--- config.mk ---
export PLATFORM = sky130hd
export DESIGN_NAME = bubble_sorter_n
export DESIGN_NICKNAME = d
export VERILOG_FILES = /design/src/rtl/sorter_pkg.sv /design/src/rtl/sorter_cmp_swap.sv /design/src/rtl/bubble_sorter_n.sv
export SDC_FILE = /design/constraint.sdc
export NUM_CORES = 1
export LEC_CHECK = 0
export CORE_UTILIZATION = 45
export DETAILED_ROUTE_END_ITERATION = 10
export PLACE_DENSITY = 0.64
export RECOVER_POWER = 50
export SETUP_SLACK_MARGIN = 0.05
export SKIP_LAST_GASP = 1
export SLEW_MARGIN = 10
export SYNTH_ARGS = -nofsm -noshare
export SYNTH_HDL_FRONTEND = slang
export SYNTH_HIERARCHICAL = 1
export SYNTH_SLANG_ARGS = --single-unit
--- constraint.sdc ---
create_clock -name clk -period 2.5 [get_ports clk]
set_clock_uncertainty 0.1 [all_clocks]
set_input_delay 0.25 -clock clk [delete_from_list [all_inputs] [get_ports clk]]
set_output_delay 0.25 -clock clk [all_outputs]
set_load 0.01 [all_outputs]
--- src/rtl/sorter_pkg.sv ---
// Shared types and helpers for bubble_sorter_n: FSM state encoding,
// counter sizing and the element compare used by every compare-exchange cell.
package sorter_pkg;

    typedef enum logic [1:0] {
        LOAD  = 2'd0,
        SORT  = 2'd1,
        DRAIN = 2'd2
    } state_e;

    // Widest element the shared compare handles; narrower elements are zero-extended.
    localparam int MAX_W = 64;

    function automatic int cnt_w(input int n);
        return (n < 2) ? 1 : $clog2(n);
    endfunction

    function automatic logic needs_swap(
        input logic [MAX_W-1:0] a,
        input logic [MAX_W-1:0] b,
        input logic             descend
    );
        return descend ? (a < b) : (a > b);
    endfunction

endpackage

--- src/rtl/sorter_cmp_swap.sv ---
// One compare-exchange cell: when enabled and the pair is out of order,
// the two elements are exchanged; otherwise they pass straight through.
module sorter_cmp_swap
    import sorter_pkg::*;
#(
    parameter int W       = 8,
    parameter bit DESCEND = 1'b0
) (
    input  logic         en,
    input  logic [W-1:0] a_in,
    input  logic [W-1:0] b_in,
    output logic [W-1:0] a_out,
    output logic [W-1:0] b_out,
    output logic         swapped
);

    always_comb begin
        swapped = en && needs_swap(MAX_W'(a_in), MAX_W'(b_in), DESCEND);
        a_out   = swapped ? b_in : a_in;
        b_out   = swapped ? a_in : b_in;
    end

endmodule

--- src/rtl/bubble_sorter_n.sv ---
// Batch sorter: load N elements, run odd-even transposition phases, stream out.
// Optional macro SORTER_EARLY_EXIT_EN ends SORT once an even/odd phase pair makes no swaps.
module bubble_sorter_n
    import sorter_pkg::*;
#(
    parameter int W       = 8,
    parameter int N       = 3,
    parameter bit DESCEND = 1'b0
) (
    input  logic         clk,
    input  logic         rst_n,
    input  logic         in_valid,
    output logic         in_ready,
    input  logic [W-1:0] in_data,
    output logic         out_valid,
    input  logic         out_ready,
    output logic [W-1:0] out_data,
    output logic         out_last,
    output logic         busy
);

    localparam int            CW   = cnt_w(N);
    localparam logic [CW-1:0] LAST = CW'(N - 1);

    state_e        state_q, state_d;
    logic [CW-1:0] cnt_q, cnt_d;
    logic [CW-1:0] phase_q, phase_d;
    logic [W-1:0]  elem_q [N];
    logic [W-1:0]  elem_d [N];
    logic          in_ready_q, in_ready_d;
    logic          out_valid_q, out_valid_d;
    logic          busy_q, busy_d;
`ifdef SORTER_EARLY_EXIT_EN
    logic          prev_swap_q, prev_swap_d;
`endif

    logic [N-2:0]  cell_en;
    logic [N-2:0]  cell_swap;
    logic [W-1:0]  cell_a [N-1];
    logic [W-1:0]  cell_b [N-1];
    logic [W-1:0]  sorted [N];
    logic          any_swap;
    logic          sort_done;

    // Cell k owns pair (k, k+1); its parity selects the phase it is active in.
    for (genvar k = 0; k < N - 1; k++) begin : g_cell
        assign cell_en[k] = (state_q == SORT) && (1'(k) == phase_q[0]);

        sorter_cmp_swap #(
            .W       (W),
            .DESCEND (DESCEND)
        ) u_cell (
            .en      (cell_en[k]),
            .a_in    (elem_q[k]),
            .b_in    (elem_q[k+1]),
            .a_out   (cell_a[k]),
            .b_out   (cell_b[k]),
            .swapped (cell_swap[k])
        );
    end

    // NOTE: every signal written in an always_comb gets a default first so no latch is inferred.
    always_comb begin
        sorted = elem_q;
        for (int k = 0; k < N - 1; k++) begin
            if (cell_en[k]) begin
                sorted[k]   = cell_a[k];
                sorted[k+1] = cell_b[k];
            end
        end
        any_swap = |cell_swap;
    end

    always_comb begin
        state_d   = state_q;
        cnt_d     = cnt_q;
        phase_d   = phase_q;
        elem_d    = elem_q;
        sort_done = 1'b0;
`ifdef SORTER_EARLY_EXIT_EN
        prev_swap_d = prev_swap_q;
`endif

        case (state_q)
            LOAD: begin
                if (in_valid && in_ready_q) begin
                    elem_d[cnt_q] = in_data;
                    if (cnt_q == LAST) begin
                        cnt_d   = '0;
                        phase_d = '0;
                        state_d = SORT;
                    end else begin
                        cnt_d = cnt_q + CW'(1);
                    end
                end
            end

            SORT: begin
                elem_d    = sorted;
                phase_d   = phase_q + CW'(1);
                sort_done = (phase_q == LAST);
`ifdef SORTER_EARLY_EXIT_EN
                // An odd phase always follows an even one within the same batch.
                prev_swap_d = any_swap;
                if (phase_q[0] && !any_swap && !prev_swap_q) begin
                    sort_done = 1'b1;
                end
`endif
                if (sort_done) begin
                    phase_d = '0;
                    state_d = DRAIN;
                end
            end

            DRAIN: begin
                if (out_valid_q && out_ready) begin
                    if (cnt_q == LAST) begin
                        cnt_d   = '0;
                        state_d = LOAD;
                    end else begin
                        cnt_d = cnt_q + CW'(1);
                    end
                end
            end

            default: begin
                state_d = LOAD;
                cnt_d   = '0;
                phase_d = '0;
            end
        endcase

        in_ready_d  = (state_d == LOAD);
        out_valid_d = (state_d == DRAIN);
        busy_d      = (state_d != LOAD);
    end

    // NOTE: sequential state uses non-blocking assignments only; the buffer is reset
    // because a reset must discard any partially loaded or sorted batch.
    always_ff @(posedge clk or negedge rst_n) begin
        if (!rst_n) begin
            state_q     <= LOAD;
            cnt_q       <= '0;
            phase_q     <= '0;
            for (int i = 0; i < N; i++) begin
                elem_q[i] <= '0;
            end
            in_ready_q  <= 1'b1;
            out_valid_q <= 1'b0;
            busy_q      <= 1'b0;
`ifdef SORTER_EARLY_EXIT_EN
            prev_swap_q <= 1'b0;
`endif
        end else begin
            state_q     <= state_d;
            cnt_q       <= cnt_d;
            phase_q     <= phase_d;
            elem_q      <= elem_d;
            in_ready_q  <= in_ready_d;
            out_valid_q <= out_valid_d;
            busy_q      <= busy_d;
`ifdef SORTER_EARLY_EXIT_EN
            prev_swap_q <= prev_swap_d;
`endif
        end
    end

    // The drain index is stable while stalled, so out_data/out_last hold too.
    assign in_ready  = in_ready_q;
    assign out_valid = out_valid_q;
    assign busy      = busy_q;
    assign out_data  = out_valid_q ? elem_q[cnt_q] : '0;
    assign out_last  = out_valid_q && (cnt_q == LAST);

endmodule

==> Word level (Yosys, flattened, before mapping) <==
Index checks and enable logic that the tools add are counted.
{ "op_classes": {"addsub": 2, "magnitude_cmp": 4, "eq_ne": 15, "mux": 29, "n_bitwise": 4, "n_reduce_logical": 17} }
{ "ops": {"columns": ["cell", "n"], "rows": [
  ["2-to-1 mux 8 bit", 8],
  ["one-hot mux 24 bit (2 select lines)", 1],
  ["2-to-1 mux 16 bit", 2],
  ["bitwise mux 24 bit", 1],
  ["2-to-1 mux 24 bit", 1],
  ["2-to-1 mux 2 bit", 11],
  ["one-hot mux 2 bit (3 select lines)", 3],
  ["binary-select mux 8 bit (select 2 bit)", 1],
  ["demux 8 bit (select 2 bit)", 1],
  ["> comparator 8 bit", 2],
  ["== test 2 bit (second input constant)", 4],
  ["logical AND 1 bit", 8],
  ["inequality test 2 x 1 -> 1 bit (second input constant)", 4],
  ["AND reduction 4 bit", 2],
  ["inequality test 2 bit (second input constant)", 3],
  ["inequality test 3 x 1 -> 1 bit (second input constant)", 2],
  ["AND reduction 3 bit", 2],
  ["AND reduction 5 bit", 1],
  ["adder 2 x 1 -> 2 bit (second input constant)", 2],
  ["zero test 2 bit", 2],
  ["nonzero test 2 bit", 2],
  ["greater-or-equal comparator 3 bit (second input constant)", 1],
  ["< comparator 3 x 1 -> 1 bit (second input constant)", 1],
  ["inequality test 3 bit (second input constant)", 1],
  ["3 further kinds", 5]
]} }
{ "totals": {"regBits": 33, "input_bits": 12, "out_inout_bits": 12, "wordCells": 80} }

==> Depth between registers and ports, before layout <==
Gate-level depths: netlist of run 1.
{ "depth": {"ltp_word": 8, "depth_mapped": 11, "ltp_nobuf": 10} }

==> By module <==
Netlist of run 1, hierarchy kept.
{ "modules_own_cells": {"columns": ["module", "n_inst", "cells_each", "area_each_um2", "seq_area_each_um2"], "rows": [
  ["bubble_sorter_n", 1, 193, 2062.0, 827.0],
  ["sorter_cmp_swap", 2, 46, 446.7, 0.0]
]} }

==> Least setup slack after synthesis of run 1 <==
No wires, ideal clock.
{ "synth_path": {"path_kind": "reg-to-reg", "from": "register elem_q[9] in the netlist's numbering", "to": "register elem_q[13] in the netlist's numbering", "setup_time_ps": 125, "arrival_ps": 2217, "required_ps": 2275, "path_slack_ps": 58, "path_stages_with_launch": 12, "path_buffers": 1, "synth_period_minus_slack_ps": 2442, "path_cell_list": "dfrtp_1 -> inv_1 -> ha_1 -> nor2b_1 -> o211ai_1 -> nand3_1 -> o2111ai_4 -> buf_6 -> mux2_4 -> mux2i_1 -> mux2i_1 -> mux2_2"} }
{ "synth_between": {"elab_chain_cells": 4, "word_cells_on_any_way": 7, "classes_between": "order compare: 2; eq/ne: 2; reduce/logical: 3"} }
{ "synth_lines": {"columns": ["item", "line", "source"], "rows": [
  ["start, declared", "bubble_sorter_n.sv:28", "logic [W-1:0] elem_q [N];"],
  ["start signal, assigned", "bubble_sorter_n.sv:158", "elem_q <= elem_d;"],
  ["> comparator 8 bit", "sorter_pkg.sv:23", "return descend ? (a < b) : (a > b);"],
  ["logical AND 1 bit", "sorter_cmp_swap.sv:18", "swapped = en && needs_swap(MAX_W'(a_in), MAX_W'(b_in), DESCEND);"],
  ["inequality test 3 bit (no source line) or inequality test 3 x 1 -> 1 bit (tied branches)", null, null],
  ["AND reduction 5 bit (no source line) *", null, null]
]} }
Mark *: on every way between the ends. The rest lies on a longest branch, timed or not.
A chain may end at the register's enable or synchronous reset.

==> Worst setup path after layout of run 1 <==
{ "layout_path": {"from": "register elem_q[9] in the netlist's numbering", "to": "register elem_q[8] in the netlist's numbering"} }
Same word-level chain as after synthesis.

==> metrics.md, run 1 <==
| Metric | Value |
|---|---|
| Max Clk Rate | `391 MHz` |
| Nets | `371` |
| Unrepaired setup endpoints after global routing | `yes` |
| Post-route ant nets | `0` |
| Worst-path clk slew | `0.08 ns` |
| Pleak | `approximately 1.7 nW` |
| Power Density | `1330 nW/um^2` |
| Clk network pwr share | `9.1%` |
| Reg2reg start | `elem_q[9]` |
| Pin count of the biggest net entering global routing | `34` |
| Post-synthesis cell area | `roughly 2900 sq um` |
| DRC Markers | `2` |
| Hold Startpoint | `phase_q[1]` |
| CP endpoint kind | `flop` |
| Inst Count DP | `406` |
| Routability cong. | `0.777` |
| Mapped Cells | `approximately 280` |
| H-tree levels | `2` |
| Final Max Tran Viols | `0` |
| Final Setup Violations | `9` |
| Vias | `2478` |
| PortBufs | `23` |
| Switch share | `42.0%` |
| TritonCTS clock tree | `yes` |
| Worst Path Arrival | `2.64 ns` |
| Seq pwr share | `19.8%` |
| Failing checks | `design-rule violations, negative setup slack` |
| Peak VDD IR | `0.752 mV` |
| Initial core utilization | `a little under half` |
| Global-route wire length before repair | `13300 um` |
| CP required | `2.58 ns` |
| Syn_nets | `311` |
| DRT Pass-1 Iters | `7` |
| WL/cell | `19.5 um` |
| Tightest Pin Transition | `0.900 ns` |
| Sequential cell area | `833 sq um` |
| Status | `finished with violations` |
| Iter 0 DRT Violations | `roughly 130` |
| Period utilization | `102%` |
| Min Clock Period, post-route | `~2.6 ns` |
| Initial antenna violation count | `0` |
| Number of global-route vias before repair | `2539` |
| Clk Latency, worst-skew pair | `0.29 ns` |
| DIE AREA | `around 7000 sq um` |
| Top-level I/O count | `24` |
| Fill cells | `approximately 540` |
| Critical path origin | `elem_q[9]` |
| P_sw | `2.16 mW` |
| Worst hold slack | `0.429 ns` |
| CP Launch Type | `flop` |
| Cell Int Power | `2.99 mW` |
| Finished Layout Cells | `421` |
| Top delay family on crit path | `multiplexers` |
| Max_cap viols | `0` |
| Post-DP HPWL | `~5700 um` |
| Crit path max fanout | `6` |
| Clk Tree Root Cell | `clkbuf_8` |
| Die X | `82.9 um` |
| TritonCTS Sinks | `33` |
| Slowest CP cell | `dfrtp_2` |
| Total negative setup slack | `-0.237 ns` |
| TritonCTS Buffers | `5` |
| Combinational Power Share | `71.1%` |
| Antenna cells | `0` |
| Critical path class | `reg -> reg` |
| Slew HR | `40.0%` |
| Ys Warns | `6` |
| Synth Area per Inst | `approximately 10 sq um` |
| Slowest stage delay, CP | `0.47 ns` |
| CP cell instances | `inv_2 > ha_4 > nor2b_4 > o211ai_1 > nand3_2 > o2111ai_4 > buf_12 > mux2_4 > mux2i_1 > mux2i_1 > mux2_4` |
| Buf/Inv on CP | `2` |
| Remaining Overflow, GRT | `0` |
| Layout cells sized above 1 | `40.4%` |
| Tightest Hold Check Type | `reg -> reg` |
| Total global-route track usage | `24.6%` |
| WL final | `8210 um` |
| Final Hold Viols | `0` |
| Core area | `6350 sq um` |
| Die Y | `roughly 83 um` |
| Placement row count | `29` |
| Worst setup margin | `-0.0599 ns` |
| Vias per cell | `5.89` |
| Area growth syn-to-layout | `31.5%` |
| Area of the multi-input gates | `2100 sq um` |
| Max clock buf depth | `2` |
[sequential cells by signal, indices dropped and copies added (netlist names)]
signal	flops
busy	1
cnt_q	2
elem_q	24
in_ready	1
out_valid	1
phase_q	2
state_q	2
[metal layers]
layer / vias up / share of wire [%] / wire length [um] / global-route usage [%]
met5: - / 0 / 0 / 0
met4: 0 / 1.4 / 118 / 5.96
met3: 12 / 4.1 / 339 / 2.88
met2: 65 / 51 / 4160 / 43.1
met1: 1222 / 44 / 3590 / 32.2
li1: 1179 / - / - / -
[power by group through the flow]
stage / logic [mW] / registers, mW / clock network, mW
detailed placement: 3.19 / 1.00 / 0
CTS: 3.51 / 1.02 / 0.475
floorplan: 2.15 / 1.02 / 0
finish: 3.66 / 1.02 / 0.471
global route: 3.94 / 1.06 / 0.505
global placement: 3.11 / 0.995 / 0
[layout by cell type (no fill, tap or decap), drive strengths merged, types with 8 or more instances in the layout]
| master | instances |
|---|---|
| ha | 16 |
| nand2 | 13 |
| a21oi | 10 |
| clkdlybuf4s50 | 22 |
| o21ai | 10 |
| or3 | 8 |
| mux2 | 41 |
| o2bb2ai | 8 |
| and2 | 9 |
| nand3b | 8 |
| a221o | 8 |
| o221a | 8 |
| clkbuf | 8 |
| mux2i | 26 |
| buf | 48 |
| inv | 22 |
| nand3 | 10 |
| dfrtp | 32 |
[final timing paths]
kind	to	slack (ns)	cells after the start
max in group asynchronous	elem_q[11]	1.16	2
worst max register to register	elem_q[8]	-0.06	11
worst min-delay path	state_q[0]	0.43	1
worst min register to register	state_q[0]	0.43	1
worst max-delay path	elem_q[8]	-0.06	11
min in group asynchronous	elem_q[21]	0.50	2
[worst reg2reg max path, delay by kind of cell, from the launching register on]
family | cells | cell delay [ns]
compound gates | 2 | 0.34
mux | 4 | 0.81
fa+ha+maj | 1 | 0.20
flops | 1 | 0.47
simple gates | 2 | 0.26
buf+inv | 2 | 0.27
[stage by stage]
stage,total power [mW],utilization (%),cell area (sq um),setup WS [ns]
global placement,4.11,55.0,3490,-0.0493
CTS,5.01,60.1,3820,-0.0480
detailed placement,4.19,55.0,3490,-0.205
floorplan,3.17,-,2950,0.0627
finish,5.16,61.0,3880,-0.0599
global route,5.50,61.0,3880,-0.125
[layout make-up]
type / instances / area share [%]
Timing Repair Buffer: 72 / 17.1
Sequential cell: 33 / 21.5
Clock buffer: 7 / 2.49
Tap cell: 77 / 2.49
Multi-Input combinational cell: 209 / 54.1
Clock inverter: 1 / 0.129
Inverter: 22 / 2.13
[what timing repair did]
action	in CTS	in global routing
setup buffers	6	0
hold buffers	0	0
endpoints found under the setup margin	22	27
pin swaps	9	10
gates cloned	1	0
gates resized for setup	28	22
Note: power is estimated with default switching activity, not from simulation.
==> run 2, diff against run 1 <==
- ABC_AREA: default -> 1
- PLACE_DENSITY: 0.64 -> default
- PLACE_DENSITY_LB_ADDON: default -> 0.1
==> run 2 against run 1 <==
Net effect: the flow now finishes without violations; worst setup slack better by 0.24 ns; via count up 25%; synthesized cell count increased by 69%; non-clock buffer count is 32 lower; cell area is 8.9% lower; die area rose by 5.0%; combinational power down 22%; worst hold slack worse by 0.0055 ns; final cell count up 39%; first-iteration DRC count increased by 23%; synthesized area rose by 5.1%; clock-buffer cell count unchanged.
==> metrics.md, run 2 <==
| Metric | Value |
|---|---|
| Status | `finished clean` |
| CP cell instances | `nand2_4 > inv_4 > nand2_1 > nand3_1 > nand2_1 > inv_1 > clkdlybuf4s50_1` |
| Period utilization | `about 93%` |
| Slowest stage delay, CP | `0.55 ns` |
| Remaining Overflow, GRT | `0` |
| PortBufs | `23` |
| Mapped Cells | `479` |
| Global-route wire length before repair | `14100 um` |
| Reg2reg start | `state_q[0]` |
| Min Clock Period, post-route | `2.32 ns` |
| Pin count of the biggest net entering global routing | `34` |
| Final Core Density | `54.4%` |
| Nets | `537` |
| Peak VDD IR | `0.675 mV` |
| Total global-route track usage | `24.7%` |
| Met2 routed WL | `a little over 4000 um` |
| CP endpoint kind | `primary output` |
| Commonest non-fill, non-tap cell in the layout | `nand2_1` |
| Most frequent cell on the critical path | `nand2_1` |
| Iter 0 DRT Violations | `162` |
| DRT Pass-1 Iters | `5` |
| Clk Latency, worst-skew pair | `about 0.3 ns` |
| Tightest Pin Transition | `1.05 ns` |
| Power Density | `1270 nW/um^2` |
| TritonCTS clock tree | `yes` |
| R2R Setup Slk | `0.21 ns` |
| Initial core utilization | `47.7%` |
| Vias per cell | `between 5 and 6` |
| Unrepaired setup endpoints after global routing | `no` |
| Top Metal Used | `met4` |
| Synth Area per Inst | `6.47 sq um` |
| Pleak | `1.95 nW` |
| Worst hold slack | `0.424 ns` |
| Largest reg by FF count | `elem_q` |
| Routability cong. | `0.804` |
| Critical path origin | `cnt_q[1]` |
| Placed cell areas | `3360 sq um` |
| Post-synthesis cell area | `3100 sq um` |
| Clk Tree Root Cell | `clkbuf_8` |
| Fill cells | `683` |
| H-tree levels | `2` |
| Final Setup Violations | `0` |
| Slew HR | `29.5%` |
| Worst-path clk slew | `0.07 ns` |
| CP Launch Type | `flop` |
| DIE AREA | `approximately 7200 sq um` |
| Max_cap viols | `0` |
| R2r worst-path depth | `7` |
| Die Y | `approximately 85 um` |
| Top-level I/O count | `24` |
| Tightest Hold Check Type | `reg -> reg` |
| Layout cells sized above 1 | `about 12%` |
| TritonCTS Sinks | `33` |
| Die X | `85.0 um` |
| Final Max Tran Viols | `0` |
| Worst Path Arrival | `1.97 ns` |
| Placement row count | `29` |
| Area growth syn-to-layout | `14.0%` |
| Vias | `3108` |
| Most frequent cells in the layout | `222 x nand2_1, 86 x nand3_1, 37 x inv_1` |
| TritonCTS Buffers | `5` |
| Core area | `around 6500 sq um` |
| Final Hold Viols | `0` |
| Syn_nets | `507` |
| Initial antenna violation count | `0` |
| M1 WL | `3900 um` |
| Worst setup path endpoint | `out_data[7]` |
| Max clock buf depth | `2` |
| Critical path class | `reg -> out` |
| Crit path max fanout | `16` |
| Number of global-route vias before repair | `3005` |
| Post-route ant nets | `0` |
| Routed met3 length | `344 um` |
| Post-route cell area | `3530 sq um` |
| CP required | `2.15 ns` |
| Antenna cells | `0` |
| WL final | `8460 um` |
| Max Clk Rate | `approximately 430 MHz` |
| WL/cell | `14.4 um` |
| Ys Warns | `6` |
| Total negative setup slack | `0 ns` |
| FF-to-FF End | `busy` |
| Slowest CP cell | `dfrtp_1` |
| DRC Markers | `0` |
| Max FFs per register | `24` |
| CTS Hold Bufs | `0` |
| Post-DP HPWL | `approximately 6000 um` |
## run 2: final cells by class
| type | instances | area, sq um | area share [%] |
|---|---|---|---|
| flip-flops and latches | 33 | 827 | 23.4 |
| multi-input cells | 384 | 1940 | 55.0 |
| inverters | 45 | 174 | 4.92 |
| clock buffers | 7 | 86.3 | 2.44 |
| clock inverters | 1 | 30.0 | 0.850 |
| repair buffers | 40 | 374 | 10.6 |
| well taps | 77 | 96.3 | 2.73 |
## run 2: worst min-delay path by stage
stage	startpoint	to	slack, ns	depth (start not counted)
6_report	phase_q[1]	phase_q[1]	0.42	2
5_1_grt	phase_q[1]	phase_q[1]	0.47	2
4_1_cts	rst_n	elem_q[8]	0.29	2
3_5_place_dp	phase_q[1]	phase_q[1]	0.41	2
3_3_place_gp	phase_q[1]	phase_q[1]	0.40	2
2_1_floorplan	rst_n	busy	-0.15	0
## run 2: report_power, final
group,internal (mW),switching (mW)
clock,0.325,0.230
combinational,1.01,1.85
sequential,0.742,0.332
## run 2: metrics by stage
stage	power [mW]	instances	setup slack, ns
floorplan	3.26	479	0.517
global placement	3.77	572	0.310
detailed placement	3.81	572	0.265
CTS	4.38	580	0.0561
global route	4.89	587	0.0656
finish	4.49	587	0.176
## run 2: what timing repair did
item | in CTS | in global routing
setup buffers | 0 | 7
resized for setup | 0 | 1
setup endpoints to repair | 0 | 8
## run 2: critical path: cells and delay by family, from the launching register on
kind | cells | cell delay [ns]
buffers and inverters | 3 | 0.75
flip-flops | 1 | 0.55
AND/OR/NAND/NOR | 4 | 0.35
## run 2: routing by layer
layer / GRT usage (%) / vias to the layer above
met5: 0 / -
met4: 8.17 / 0
met3: 3.40 / 10
met2: 44.6 / 73
met1: 30.1 / 1435
li1: - / 1590
==> patch, RTL diff (settings of run 2) <==
Set the parameter `N` to 5 (it was 3).
--- a/src/rtl/bubble_sorter_n.sv
+++ b/src/rtl/bubble_sorter_n.sv
@@ -4,7 +4,7 @@
     import sorter_pkg::*;
 #(
     parameter int W       = 8,
-    parameter int N       = 3,
+    parameter int N       = 5,
     parameter bit DESCEND = 1'b0
 ) (
     input  logic         clk,
Formal check against the unedited RTL: not equivalent (a bounded check fails within 4 cycles, from zero or initial values and one cycle with rst_n low).
==> patch against run 2 <==
- synthesized cell count rose by 84%
- synthesized area rose by 79%
- routed wire length rose by 110%
- worst setup slack got worse by 0.013 ns
- power rose by 110%
- combinational power rose by 140%
- design area rose by 76%
- sequential cell count rose by 18
- via count rose by 89%
- largest power group unchanged
==> patch: results (changes against run 2) <==
[run_status]
status=completed

[routing]
first_pass_iters=6  ; +1
wl_per_cell_um=17.0  ; +18%
viasPerCell=5.49  ; +3.6%
detail_route.iter0.violations=393  ; +140%

[clock_network]
cts_root_buf=clkbuf_16
clk_latency_ns=0.31

[synth]
synth_fp_nets=927  ; +83%
synth.avg_cell_area_um2=6.32  ; -2.4%
synth_warnings=6  ; unchanged

[min_path]
hp-class=flip-flop to flip-flop

[timing]
slew_headroom=0.0309  ; -0.264

[final_layout]
nFillCells=1242  ; +82%
final_net_count=968  ; +80%
top_regs=elem_q (40), cnt_q (3), phase_q (3)
drive_above_1_share=0.134  ; +0.0120
layout.cells.non_filler=1068  ; +82%

[critical_path]
worstPathMaxFanout=15  ; -1
crit_family=buffers and inverters
crit_slowest_cell=clkdlybuf4s50_1
worstPathArrival_ns=1.99  ; +0.02 ns

[placement]
placed_area_mm2=0.00599  ; +78%
hpwl_um=13400  ; +120%
post-place-ws_ns=0.172  ; -0.0927 ns
routabilityCongestion=0.912  ; +13%

[grt]
grt_pass1_vias=5527  ; +84%
grt_max_degree=54  ; +59%
antenna_found_initial=0  ; unchanged
track_usage=0.296  ; +0.0492
grt_pass1_wl_um=28900  ; +100%

[power_and_ir_drop]
leakage_uw=0.00345  ; +77%
p_per_area_mw_per_mm2=1520  ; +19%
irDropWorstVdd_mv=1.74  ; +160%

==> patch: cell count changes in the layout (fill, tap and decap cells not counted), moves of 6 or more <==
cell | before | now
a21oi_1 | 5 | 18
buf_4 | 12 | 45
dfrtp_1 | 32 | 46
nand2_1 | 222 | 379
clkbuf_8 | 6 | 0
nand2_2 | 6 | 12
o21ai_1 | 1 | 9
inv_1 | 37 | 63
o21ai_0 | 3 | 12
nor2_1 | 7 | 31
ha_1 | 16 | 36
clkdlybuf4s50_1 | 22 | 13
nand3_1 | 86 | 159
==> patch: final timing paths <==
kind | startpoint | endpoint | slack (ns) | depth (start not counted)
min in group asynchronous | rst_n | elem_q[25] | 0.71 | 2
hold reg to reg | phase_q[1] | phase_q[1] | 0.41 | 2
setup reg to reg | elem_q[27] | elem_q[27] | 0.21 | 12
max in group asynchronous | rst_n | in_ready | 0.39 | 3
setup / recovery | cnt_q[0] | out_last | 0.16 | 5
hold / removal | phase_q[1] | phase_q[1] | 0.41 | 2
==> patch: layer usage <==
metal,global-route usage,wire (um)
met5,0,0
met3,0.0477,1430
met2,0.474,8210
met1,0.397,7840
met4,0.123,699
==> patch: power by group <==
group / internal, uW / switching [uW]
sequential: 1160 / 634
clock: 478 / 347
combinational: 2210 / 4600
==> patch: layout make-up <==
type | count | area share
clock buffer | 6 | 0.0207
timing repair buffer | 72 | 0.0972
tap | 147 | 0.0296
sequential | 51 | 0.206
clock inverter | 2 | 0.00624
inverter | 75 | 0.0477
multi-input combinational | 715 | 0.592
==> patch: repair_timing <==
item,4_1_cts,5_1_grt
hold endpoints to repair,19,0
endpoints found under the setup margin,9,9
pin swaps,0,0
setup buffers,5,0
hold buffers,1,0
resized for setup,9,6
==> patch: tightest hold or removal path: stages, from the launching register on <==
cell and delay (ns):
dfrtp_1 0.37, nand2_1 0.06, nand2_1 0.06
